==> src/rtl/proyecto1_pkg.sv <==
// Shared definitions for the Proyecto1 phase sequencer: phase encodings and default widths.
package proyecto1_pkg;

   localparam int unsigned CW_DEF = 6;

   typedef enum logic [2:0] {
      PH_IDLE = 3'b000,
      PH_PH1  = 3'b001,
      PH_PH2  = 3'b010,
      PH_PH3  = 3'b011,
      PH_DONE = 3'b100
   } phase_e;

endpackage

==> src/rtl/seq_down_cnt.sv <==
// Loadable down-counter that saturates at zero; load takes priority over enable.
module seq_down_cnt
   import proyecto1_pkg::*;
#(
   parameter int unsigned CW = CW_DEF
) (
   input  logic          clck,
   input  logic          rst,
   input  logic          ld,
   input  logic [CW-1:0] ld_val,
   input  logic          en,
   output logic [CW-1:0] cnt,
   output logic          zero
);

   logic [CW-1:0] cnt_d, cnt_q;

   assign zero = (cnt_q == '0);
   assign cnt  = cnt_q;

   always_comb begin
      cnt_d = cnt_q;
      if (ld) begin
         cnt_d = ld_val;
      end else if (en && !zero) begin
         cnt_d = cnt_q - 1'b1;
      end
   end

   always_ff @(posedge clck) begin
      if (!rst) begin
         cnt_q <= '0;
      end else begin
         cnt_q <= cnt_d;
      end
   end

endmodule

==> src/rtl/proyecto1_timer_seq.sv <==
// Three-phase timed sequencer: PH1 -> PH2 -> PH3 -> DONE with programmable lengths,
// emitting a registered one-cycle T pulse at each phase exit.
module proyecto1_timer_seq
   import proyecto1_pkg::*;
#(
   parameter int unsigned CW      = CW_DEF,
   parameter int unsigned PH1_LEN = 10,
   parameter int unsigned PH2_LEN = 20,
   parameter int unsigned PH3_LEN = 8
) (
   input  logic          clck,
   input  logic          rst,
   input  logic          start,
   input  logic          abort,
   input  logic          hold,
   input  logic          len_ld,
   input  logic [1:0]    len_sel,
   input  logic [CW-1:0] len_val,
   output logic          T,
   output logic [2:0]    phase,
   output logic          busy,
   output logic          done,
   output logic [CW-1:0] cnt
);

   phase_e        phase_d, phase_q;
   logic          t_d, t_q;
   logic          busy_d, busy_q;
   logic          done_d, done_q;
   logic [CW-1:0] len1_d, len1_q, len2_d, len2_q, len3_d, len3_q;
   logic          cnt_ld, cnt_en, cnt_zero;
   logic [CW-1:0] cnt_ldv;

   // A stored length of 0 behaves as a 1-cycle phase.
   function automatic logic [CW-1:0] load_of(input logic [CW-1:0] len);
      return (len == '0) ? '0 : len - 1'b1;
   endfunction

   seq_down_cnt #(
      .CW (CW)
   ) u_cnt (
      .clck   (clck),
      .rst    (rst),
      .ld     (cnt_ld),
      .ld_val (cnt_ldv),
      .en     (cnt_en),
      .cnt    (cnt),
      .zero   (cnt_zero)
   );

   always_comb begin
      len1_d = len1_q;
      len2_d = len2_q;
      len3_d = len3_q;
      if (len_ld) begin
         case (len_sel)
            2'd0:    len1_d = len_val;
            2'd1:    len2_d = len_val;
            2'd2:    len3_d = len_val;
            default: ;
         endcase
      end
   end

   always_comb begin
      phase_d = phase_q;
      t_d     = 1'b0;
      cnt_ld  = 1'b0;
      cnt_ldv = '0;
      cnt_en  = 1'b0;
      if (abort) begin
         phase_d = PH_IDLE;
         cnt_ld  = 1'b1;
      end else begin
         case (phase_q)
            PH_IDLE: begin
               if (start) begin
                  phase_d = PH_PH1;
                  cnt_ld  = 1'b1;
                  cnt_ldv = load_of(len1_q);
               end
            end
            PH_PH1, PH_PH2, PH_PH3: begin
               if (!hold) begin
                  if (!cnt_zero) begin
                     cnt_en = 1'b1;
                  end else begin
                     t_d    = 1'b1;
                     cnt_ld = 1'b1;
                     if (phase_q == PH_PH1) begin
                        phase_d = PH_PH2;
                        cnt_ldv = load_of(len2_q);
                     end else if (phase_q == PH_PH2) begin
                        phase_d = PH_PH3;
                        cnt_ldv = load_of(len3_q);
                     end else begin
                        phase_d = PH_DONE;
                     end
                  end
               end
            end
            PH_DONE: begin
               phase_d = PH_IDLE;
               cnt_ld  = 1'b1;
            end
            default: begin
               phase_d = PH_IDLE;
               cnt_ld  = 1'b1;
            end
         endcase
      end
      busy_d = (phase_d == PH_PH1) || (phase_d == PH_PH2) || (phase_d == PH_PH3);
      done_d = (phase_d == PH_DONE);
   end

   always_ff @(posedge clck) begin
      if (!rst) begin
         phase_q <= PH_IDLE;
         t_q     <= 1'b0;
         busy_q  <= 1'b0;
         done_q  <= 1'b0;
         len1_q  <= CW'(PH1_LEN);
         len2_q  <= CW'(PH2_LEN);
         len3_q  <= CW'(PH3_LEN);
      end else begin
         phase_q <= phase_d;
         t_q     <= t_d;
         busy_q  <= busy_d;
         done_q  <= done_d;
         len1_q  <= len1_d;
         len2_q  <= len2_d;
         len3_q  <= len3_d;
      end
   end

   assign T     = t_q;
   assign phase = phase_q;
   assign busy  = busy_q;
   assign done  = done_q;

endmodule

==> config.mk <==
export PLATFORM = sky130hd
export DESIGN_NAME = proyecto1_timer_seq
export DESIGN_NICKNAME = d
export VERILOG_FILES = /design/src/rtl/proyecto1_pkg.sv /design/src/rtl/seq_down_cnt.sv /design/src/rtl/proyecto1_timer_seq.sv
export SDC_FILE = /design/constraint.sdc
export NUM_CORES = 1
export LEC_CHECK = 0
export ABC_CLOCK_PERIOD_IN_PS = 2160
export CORE_MARGIN = 4
export CORE_UTILIZATION = 54
export CTS_CLUSTER_SIZE = 30
export DETAILED_ROUTE_END_ITERATION = 16
export PLACE_DENSITY = 0.87
export RECOVER_POWER = 25
export SLEW_MARGIN = 20
export SYNTH_ARGS = -nofsm -noshare
export SYNTH_HDL_FRONTEND = slang
export SYNTH_SLANG_ARGS = --single-unit
==> constraint.sdc <==
create_clock -name clck -period 2.16 [get_ports clck]
set_input_delay 0.216 -clock clck [delete_from_list [all_inputs] [get_ports clck]]
set_output_delay 0.216 -clock clck [all_outputs]
set_load 0.05 [all_outputs]
==> out/results.tsv, run 1 <==
metric	value	unit
outcome	finished clean	
clk sinks	30	
setup TNS	0	ns
CP bufs+invs	1	
via count	1654	
routability congestion estimate	0.8478	
final global-route overflow total	0	
Switching Share	28.68	%
# IOs	26	
Final ANT Viol Nets	0	
WP data required	1.94	ns
Synth Area per Inst	8.864	um^2
largest fanout on the critical path	11	
fin. max-slew vios	0	
vias in the first global route	1498	
Distinct cells, synth	50	
Final min period	2.083	ns
Logic pwr share	21.1	%
fraction of layout cells with a size suffix above 1	11.11	%
switching pwr	0.3706	mW
RSZ-0062 raised after global routing	false	
postcts setup bufs	0	
flop2flop setup slack	0.27	ns
FF-to-FF path depth	7	
skew final	0.006583	ns
CP arrival	1.87	ns
pin count of the biggest net entering global routing	19	
Worst Slack Setup Final	0.07706	ns
WHS Endpoint	len2_q[4]	
most common cell after layout, fill and taps aside	dfxtp_1	
final core utilization	66.78	%
Post-synth EDFFs	0	
Clock Latency Late Sink	0.34	ns
Seq cells post-synth	30	
clock tree buffer depth	2	
internal power	0.9213	mW
Post-DP HPWL	3194	um
number of max-cap violations	0	
CP max stage cell	clkdlybuf4s50_1	
delay-heaviest family, CP	buffers and inverters	
Mapped Nets	236	
Peak VDD IR	0.3481	mV
Startpoint Class	flip-flop	
reg2reg end	u_cnt.cnt[4]	
Fin. Hold Viols	0	
crit path cell chain	clkdlybuf4s50_1	
H-tree levels	2	
Starting Density	56.40	%
final setup vio count	0	
critical path launch point	phase[1]	
Setup WS pre-CTS	0.1766	ns
row count	21	
Power Density	575.2	nW/um^2
clk slew on worst S/H paths	0.10	ns
CP endpoint kind	output pin	
hold_buf cts	0	
total power	1.292	mW
# port buffers	25	
hold path depth	2	
Root Buffer	clkbuf_4	
Hold Crit Class	flip-flop to flip-flop	
die height	67.27	um
Worst-Margin Slew	0.5819	ns
fin nets	264	
Clk pwr share	32.4	%
synthesized instance count	214	
DRT Wirelength	4163	um
part of the power in registers	46.5	%
Critical Path Max Stage Delay	0.90	ns
proportion of synthesized chip area in sequential cells	31.66	%
Critical Path Stages	1	
Tot GR Track Use	19.78	%
drt first pass iters	4	
relative slew slack	61.04	%
TritonCTS Buffers	5	
Hold Startpoint	len2_q[4]	
vias per inst	5.723	
Static Leakage	0.8409	nW
DRC violations left	0	
Post-Syn Area	1897	um^2
CTS tree	yes	
first-pass GRT wire length	6706	um
hold_ws	0.5299	ns
die area	4525	um^2
core area	3363	um^2
Area Growth Syn to Fin	18.40	%
post-route clock period utilization	96.43	%
Ys Warns	0	
initial antenna violation count	0	
RR Startpoint	u_cnt.cnt[0]	
Antenna Cells	0	
Most used DFF post-synth	dfxtp_1	
Post-synth ARST share	0	%
Iteration-0 DRC Markers	163	
most frequent cells in the layout	dfxtp_1, clkdlybuf4s50_1, mux2i_1	
Chip Width	67.27	um
fmax	0.4801	GHz
WS Path Type	flip-flop to output pin	
Routed wire per std cell	14.40	um
==> cell type report <==
cell class / instances / area (um^2)
flip-flops and latches: 30 / 600.6
fillers: 306 / 1117
inverters: 14 / 52.55
clock buffers: 8 / 78.83
repair buffers: 28 / 272.8
multi-input cells: 163 / 1184
well taps: 46 / 57.56
==> metrics by stage <==
| step | area [um^2] | instances |
|---|---|---|
| after floorplan | 1897 | 214 |
| after global placement | 2166 | 281 |
| after detailed placement | 2166 | 281 |
| after CTS | 2245 | 289 |
| after global routing | 2246 | 289 |
| final | 2246 | 289 |
==> worst max path at each step <==
| stage | to | slack (ns) |
|---|---|---|
| floorplan | u_cnt.cnt[4] | 0.05 |
| global placement | u_cnt.cnt[2] | 0.20 |
| detailed placement | u_cnt.cnt[4] | 0.18 |
| CTS | phase[1] | 0.06 |
| global route | phase[1] | 0.01 |
| finish | phase[1] | 0.08 |
==> cells by family (layout without fill, tap and decap cells) <==
| group | Yosys count | in the layout | share of synthesized area [%] |
|---|---|---|---|
| mux | 19 | 19 | 10.03 |
| buf+inv | 21 | 50 | 6.003 |
| fa+ha+maj | 8 | 8 | 5.277 |
| simple gates | 90 | 90 | 27.71 |
| flops | 30 | 30 | 31.66 |
| compound gates | 35 | 35 | 14.25 |
| xor+xnor | 11 | 11 | 5.079 |
==> tightest hold or removal path, cell delays in order, from the launching register on <==
cell and delay [ns]:
dfxtp_1 0.36, mux2i_1 0.09, nand2_1 0.06
==> registers in the layout, summed over array words and instances (netlist names) <==
register,count
T,1
phase,3
u_cnt.cnt,6
len3_q,6
len1_q,6
len2_q,6
busy,1
done,1
==> power by group through the flow <==
stage	Clock (mW)	Combinational, mW	Sequential [mW]
after CTS	0.426	0.272	0.600
after global placement	0	0.265	0.613
after global routing	0.450	0.295	0.605
final	0.418	0.273	0.601
after floorplan	0	0.165	0.636
after detailed placement	0	0.271	0.614
==> Yosys cell counts (all sizes together), types with 3 or more instances <==
cell,count,share of area (%)
inv,14,2.8
or3b,3,1.4
nand2b,3,1.4
o21ai,5,1.3
nor2,13,2.6
or3,5,1.9
o32ai,4,1.8
xnor2,10,4.6
a21oi,4,1.1
mux2i,19,10
or4,3,1.3
ha,8,5.3
dfxtp,30,32
nor3b,4,1.8
nand2,14,2.9
nand3,6,1.6
o211ai,3,1.2
a211oi,6,2.4
nor3,15,4.6
clkbuf,5,2.1
nor2b,15,4.9
==> routing by layer <==
layer | global-route usage, % | wire length [um]
met2 | 34.11 | 1982
met5 | 0 | 0
met1 | 22.92 | 1868
met3 | 3.993 | 215
met4 | 10.38 | 96
==> timing repair <==
item	CTS	global route
setup endpoints to repair	0	1
resized for setup	0	1
endpoints found under the hold margin	0	0
No activity file was read; power rests on OpenSTA's default activity.
==> run 2: changes to the inputs <==
Settings changed: GPL_TIMING_DRIVEN set to 0.
==> out/results.tsv, run 2 (synthesized netlist as in run 1, its figures left out) <==
metric	value	unit	change
outcome	finished clean		
Tot GR Track Use	21.21	%	+1.4 points
fin nets	267		+1.1%
Post-DP HPWL	3205	um	+0.35%
WS Path Type	flip-flop to flip-flop		
Fin. Hold Viols	0		unchanged
Routed wire per std cell	14.83	um	+3.0%
reg2reg end	u_cnt.cnt[5]		
largest fanout on the critical path	8		-3
hold_buf cts	0		unchanged
clk slew on worst S/H paths	0.11	ns	about the same
Startpoint Class	flip-flop		
final setup vio count	0		unchanged
skew final	0.01535	ns	+0.008764 ns
setup TNS	0	ns	unchanged
fraction of layout cells with a size suffix above 1	11.38	%	+0.27 points
Static Leakage	0.8427	nW	+0.21%
Iteration-0 DRC Markers	147		-9.8%
DRT Wirelength	4331	um	+4.0%
Setup WS pre-CTS	0.04821	ns	-0.1283 ns
crit path to	u_cnt.cnt[5]		
critical path launch point	u_cnt.cnt[0]		
Power Density	551.5	nW/um^2	-4.1%
WP data required	2.44	ns	+0.50 ns
CP arrival	2.28	ns	+0.41 ns
post-route clock period utilization	92.50	%	-3.9 points
CTS tree	yes		
final core utilization	67.19	%	+0.41 points
TritonCTS Buffers	5		unchanged
Post-CTS Resized	0		unchanged
postcts setup bufs	0		unchanged
most common cell after layout, fill and taps aside	dfxtp_1		
Area Growth Syn to Fin	19.13	%	
Clock Latency Late Sink	0.34	ns	about the same
total power	1.246	mW	-3.5%
die area	4525	um^2	unchanged
clk sinks	30		unchanged
Chip Width	67.27	um	unchanged
pin count of the biggest net entering global routing	11		-8
core area	3363	um^2	unchanged
most frequent cells in the layout	dfxtp_1, clkdlybuf4s50_1, mux2i_1		
number of max-cap violations	0		unchanged
first-pass GRT wire length	7162	um	+6.8%
vias per inst	5.767		+0.77%
fmax	0.5005	GHz	+4.3%
number of fillers in the final layout	276		-9.8%
fin. max-slew vios	0		unchanged
Peak VDD IR	0.3431	mV	-1.4%
flop2flop setup slack	0.16	ns	-0.11 ns
relative slew slack	58.88	%	-2.2 points
Worst-Margin Slew	0.6141	ns	+0.03221 ns
final global-route overflow total	0		unchanged
FF-to-FF path depth	7		unchanged
via count	1684		+1.8%
drt first pass iters	4		unchanged
routability congestion estimate	0.9407		+11%
Final ANT Viol Nets	0		unchanged
Final min period	1.998	ns	-0.08497 ns
Hold Crit Class	flip-flop to flip-flop		
die height	67.27	um	unchanged
Worst Slack Setup Final	0.1620	ns	+0.08497 ns
RSZ-0062 raised after global routing	false		
Starting Density	56.40	%	unchanged
vias in the first global route	1591		+6.2%
CP endpoint kind	flip-flop		
# IOs	26		unchanged
initial antenna violation count	0		unchanged
H-tree levels	2		unchanged
Antenna Cells	0		unchanged
# port buffers	24		-4.0%
DRC violations left	0		unchanged
Root Buffer	clkbuf_4		
RR Startpoint	u_cnt.cnt[0]		
clock tree buffer depth	2		unchanged
row count	21		unchanged
run 2: area by class of cell:
cell class	count	area, um^2	area share (%)
plain buffers	7	61.31	2.713
clock buffers	6	51.30	2.270
clock inverters	2	12.51	0.5537
inverters	14	52.55	2.326
multi-input cells	163	1184	52.38
flip-flops and latches	30	600.6	26.58
well taps	46	57.56	2.547
repair buffers	24	240.2	10.63
run 2: metrics by stage:
step	std cells	hold WS [ns]	cell area [um^2]
floorplan	214	0.3411	1897
global placement	284	0.5015	2195
detailed placement	284	0.5092	2195
CTS	292	0.5357	2258
global route	292	0.5557	2260
finish	292	0.5372	2260
run 2: worst min-delay path by stage:
stage | cells past startpoint | startpoint | endpoint | slack (ns)
floorplan | 2 | len_val[2] | len2_q[2] | 0.34
global placement | 2 | len2_q[4] | len2_q[4] | 0.50
detailed placement | 2 | len2_q[4] | len2_q[4] | 0.51
CTS | 2 | len2_q[4] | len2_q[4] | 0.54
global route | 3 | len_val[4] | len3_q[4] | 0.56
finish | 2 | len2_q[4] | len2_q[4] | 0.54
run 2: worst max-delay path, stage by stage, from the launching register on:
cell      delay (ns)
dfxtp_1         0.36
inv_1           0.12
ha_1            0.27
nand2b_4        0.09
nor3_4          0.34
nand2_2         0.09
or4_1           0.50
a31oi_1         0.16
run 2: per-layer routing:
| metal | global-route usage, % | vias to the layer above | part of all wire, % |
|---|---|---|---|
| li1 | - | 839 | - |
| met1 | 23.76 | 752 | 43 |
| met2 | 35.09 | 72 | 46 |
| met3 | 6.656 | 21 | 6.5 |
| met4 | 12.66 | 0 | 4.1 |
| met5 | 0 | - | 0 |
run 2: where the power goes:
| part | switching [mW] | internal (mW) | leakage, nW |
|---|---|---|---|
| combinational | 0.153 | 0.127 | 0.564 |
| sequential | 0.0245 | 0.574 | 0.244 |
| clock | 0.212 | 0.156 | 0.0343 |
==> run 3: changes to the inputs <==
Settings changed: ABC_CLOCK_PERIOD_IN_PS 2160 to 2600, CORE_UTILIZATION 54 to 59, CTS_BUF_LIST set to sky130_fd_sc_hd__clkbuf_16, PLACE_DENSITY 0.87 to 0.93.
Clock period 2.16 ns to 2.6 ns, I/O delays scaled along.
==> out/results.tsv, run 3 (synthesized netlist as in run 1, its figures left out) <==
metric	value	unit	change
Final ANT Viol Nets	0		unchanged
relative slew slack	59.41	%	+0.52 points
routability congestion estimate	0.8716		-7.3%
Antenna Cells	0		unchanged
WS Path Type	flip-flop to flip-flop		
Fin. Hold Viols	0		unchanged
number of fillers in the final layout	231		-16%
most common cell after layout, fill and taps aside	dfxtp_1		
CP max stage cell	or3b_2		
Root Buffer	clkbuf_16		
Final min period	2.032	ns	+0.03355 ns
hold_ws	0.5345	ns	-0.002703 ns
delay-heaviest family, CP	simple AND/OR/NAND/NOR gates		
clk slew on worst S/H paths	0.05	ns	-0.06 ns
most frequent cells in the layout	dfxtp_1, clkdlybuf4s50_1, mux2i_1		
fmax	0.4922	GHz	-1.7%
drt first pass iters	4		unchanged
via count	1742		+3.4%
RR Startpoint	u_cnt.cnt[0]		
hold path depth	2		unchanged
Static Leakage	0.8756	nW	+3.9%
number of max-cap violations	0		unchanged
postcts setup bufs	0		unchanged
Starting Density	62.13	%	+5.7 points
pin count of the biggest net entering global routing	11		unchanged
Area Growth Syn to Fin	23.02	%	
DRT Wirelength	4447	um	+2.7%
Post-DP HPWL	3231	um	+0.81%
outcome	finished clean		
largest fanout on the critical path	5		-3
Power Density	551.5	nW/um^2	about the same
Hold Crit Class	flip-flop to flip-flop		
WP data required	2.82	ns	+0.38 ns
row count	20		-4.8%
fraction of layout cells with a size suffix above 1	10.98	%	-0.41 points
WHS Endpoint	len2_q[4]		
clk sinks	30		unchanged
reg2reg end	u_cnt.cnt[4]		
CP endpoint kind	flip-flop		
Critical Path Max Stage Delay	0.46	ns	-0.04 ns
vias in the first global route	1666		+4.7%
die height	64.70	um	-3.8%
vias per inst	6.007		+4.2%
Hold Startpoint	len2_q[4]		
fin. max-slew vios	0		unchanged
# port buffers	24		unchanged
final global-route overflow total	0		unchanged
most used cell, CP	nand3_1		
FF-to-FF path depth	7		unchanged
Post-CTS Resized	0		unchanged
die area	4186	um^2	-7.5%
skew final	0.005384	ns	-0.009963 ns
crit path cell chain	inv_1, ha_1, or3b_2, a2111oi_0, xnor2_1, nand3_1, nand3_1		
Tot GR Track Use	22.95	%	+1.7 points
first-pass GRT wire length	7341	um	+2.5%
flop2flop setup slack	0.57	ns	+0.41 ns
Peak VDD IR	0.4050	mV	+18%
Chip Width	64.70	um	-3.8%
Worst-Margin Slew	0.6063	ns	-0.007809 ns
CP arrival	2.26	ns	-0.02 ns
core area	3053	um^2	-9.2%
Routed wire per std cell	15.33	um	+3.4%
Startpoint Class	flip-flop		
# IOs	26		unchanged
CTS tree	yes		
post-route clock period utilization	78.14	%	-14 points
TritonCTS Buffers	5		unchanged
RSZ-0062 raised after global routing	false		
Clock Latency Late Sink	0.28	ns	-0.06 ns
clock tree buffer depth	2		unchanged
area of the multi-input gates	1182	um^2	-0.11%
Setup WS pre-CTS	0.4138	ns	+0.3656 ns
DRC violations left	0		unchanged
Worst Slack Setup Final	0.5685	ns	+0.4065 ns
fin nets	267		unchanged
H-tree levels	2		unchanged
final setup vio count	0		unchanged
Iteration-0 DRC Markers	188		+28%
hold_buf cts	0		unchanged
initial antenna violation count	0		unchanged
Sequential Area	600.6	um^2	unchanged
CP bufs+invs	1		unchanged
setup TNS	0	ns	unchanged
==> run 3: layout make-up <==
class,instances,share of cell area [%]
multi-input cells,163,50.67
flip-flops and latches,30,25.74
repair buffers,24,10.29
clock buffers,5,5.362
plain buffers,7,2.627
well taps,44,2.359
inverters,14,2.252
clock inverters,3,0.6971
==> run 3: worst max-delay path by stage <==
stage | from | end | slack [ns] | cells after the start
after floorplan | u_cnt.cnt[0] | u_cnt.cnt[4] | 0.49 | 7
after global placement | start | u_cnt.cnt[2] | 0.44 | 6
after detailed placement | start | u_cnt.cnt[2] | 0.41 | 6
after CTS | u_cnt.cnt[0] | u_cnt.cnt[4] | 0.59 | 7
after global routing | u_cnt.cnt[0] | u_cnt.cnt[5] | 0.46 | 7
final | u_cnt.cnt[0] | u_cnt.cnt[4] | 0.57 | 7
==> run 3: power by group <==
group | switching, mW | total [mW] | internal (mW)
Combinational | 0.130 | 0.235 | 0.105
Sequential | 0.0203 | 0.498 | 0.478
Clock | 0.205 | 0.553 | 0.348
==> run 3: through the flow <==
| stage | cell area (um^2) | total power [mW] | std cells | util [%] |
|---|---|---|---|---|
| 2_1_floorplan | 1897 | 0.6658 | 214 | - |
| 3_3_place_gp | 2192 | 0.7303 | 282 | 71.80 |
| 3_5_place_dp | 2192 | 0.7370 | 282 | 71.80 |
| 4_1_cts | 2333 | 1.288 | 290 | 76.43 |
| 5_1_grt | 2333 | 1.333 | 290 | 76.43 |
| 6_report | 2333 | 1.287 | 290 | 76.43 |
==> run 3: per-layer routing <==
metal	vias to the layer above	routed length (um)	GRT usage (%)
met4	0	149	16.62
met3	18	312	5.026
met5	-	0	0
li1	831	-	-
met2	89	2187	38.83
met1	804	1798	25.05
==> run 3: tightest hold or removal path, stage by stage, from the launching register on <==
cell and delay, ns:
dfxtp_1 0.36, mux2i_1 0.09, nand2_1 0.06
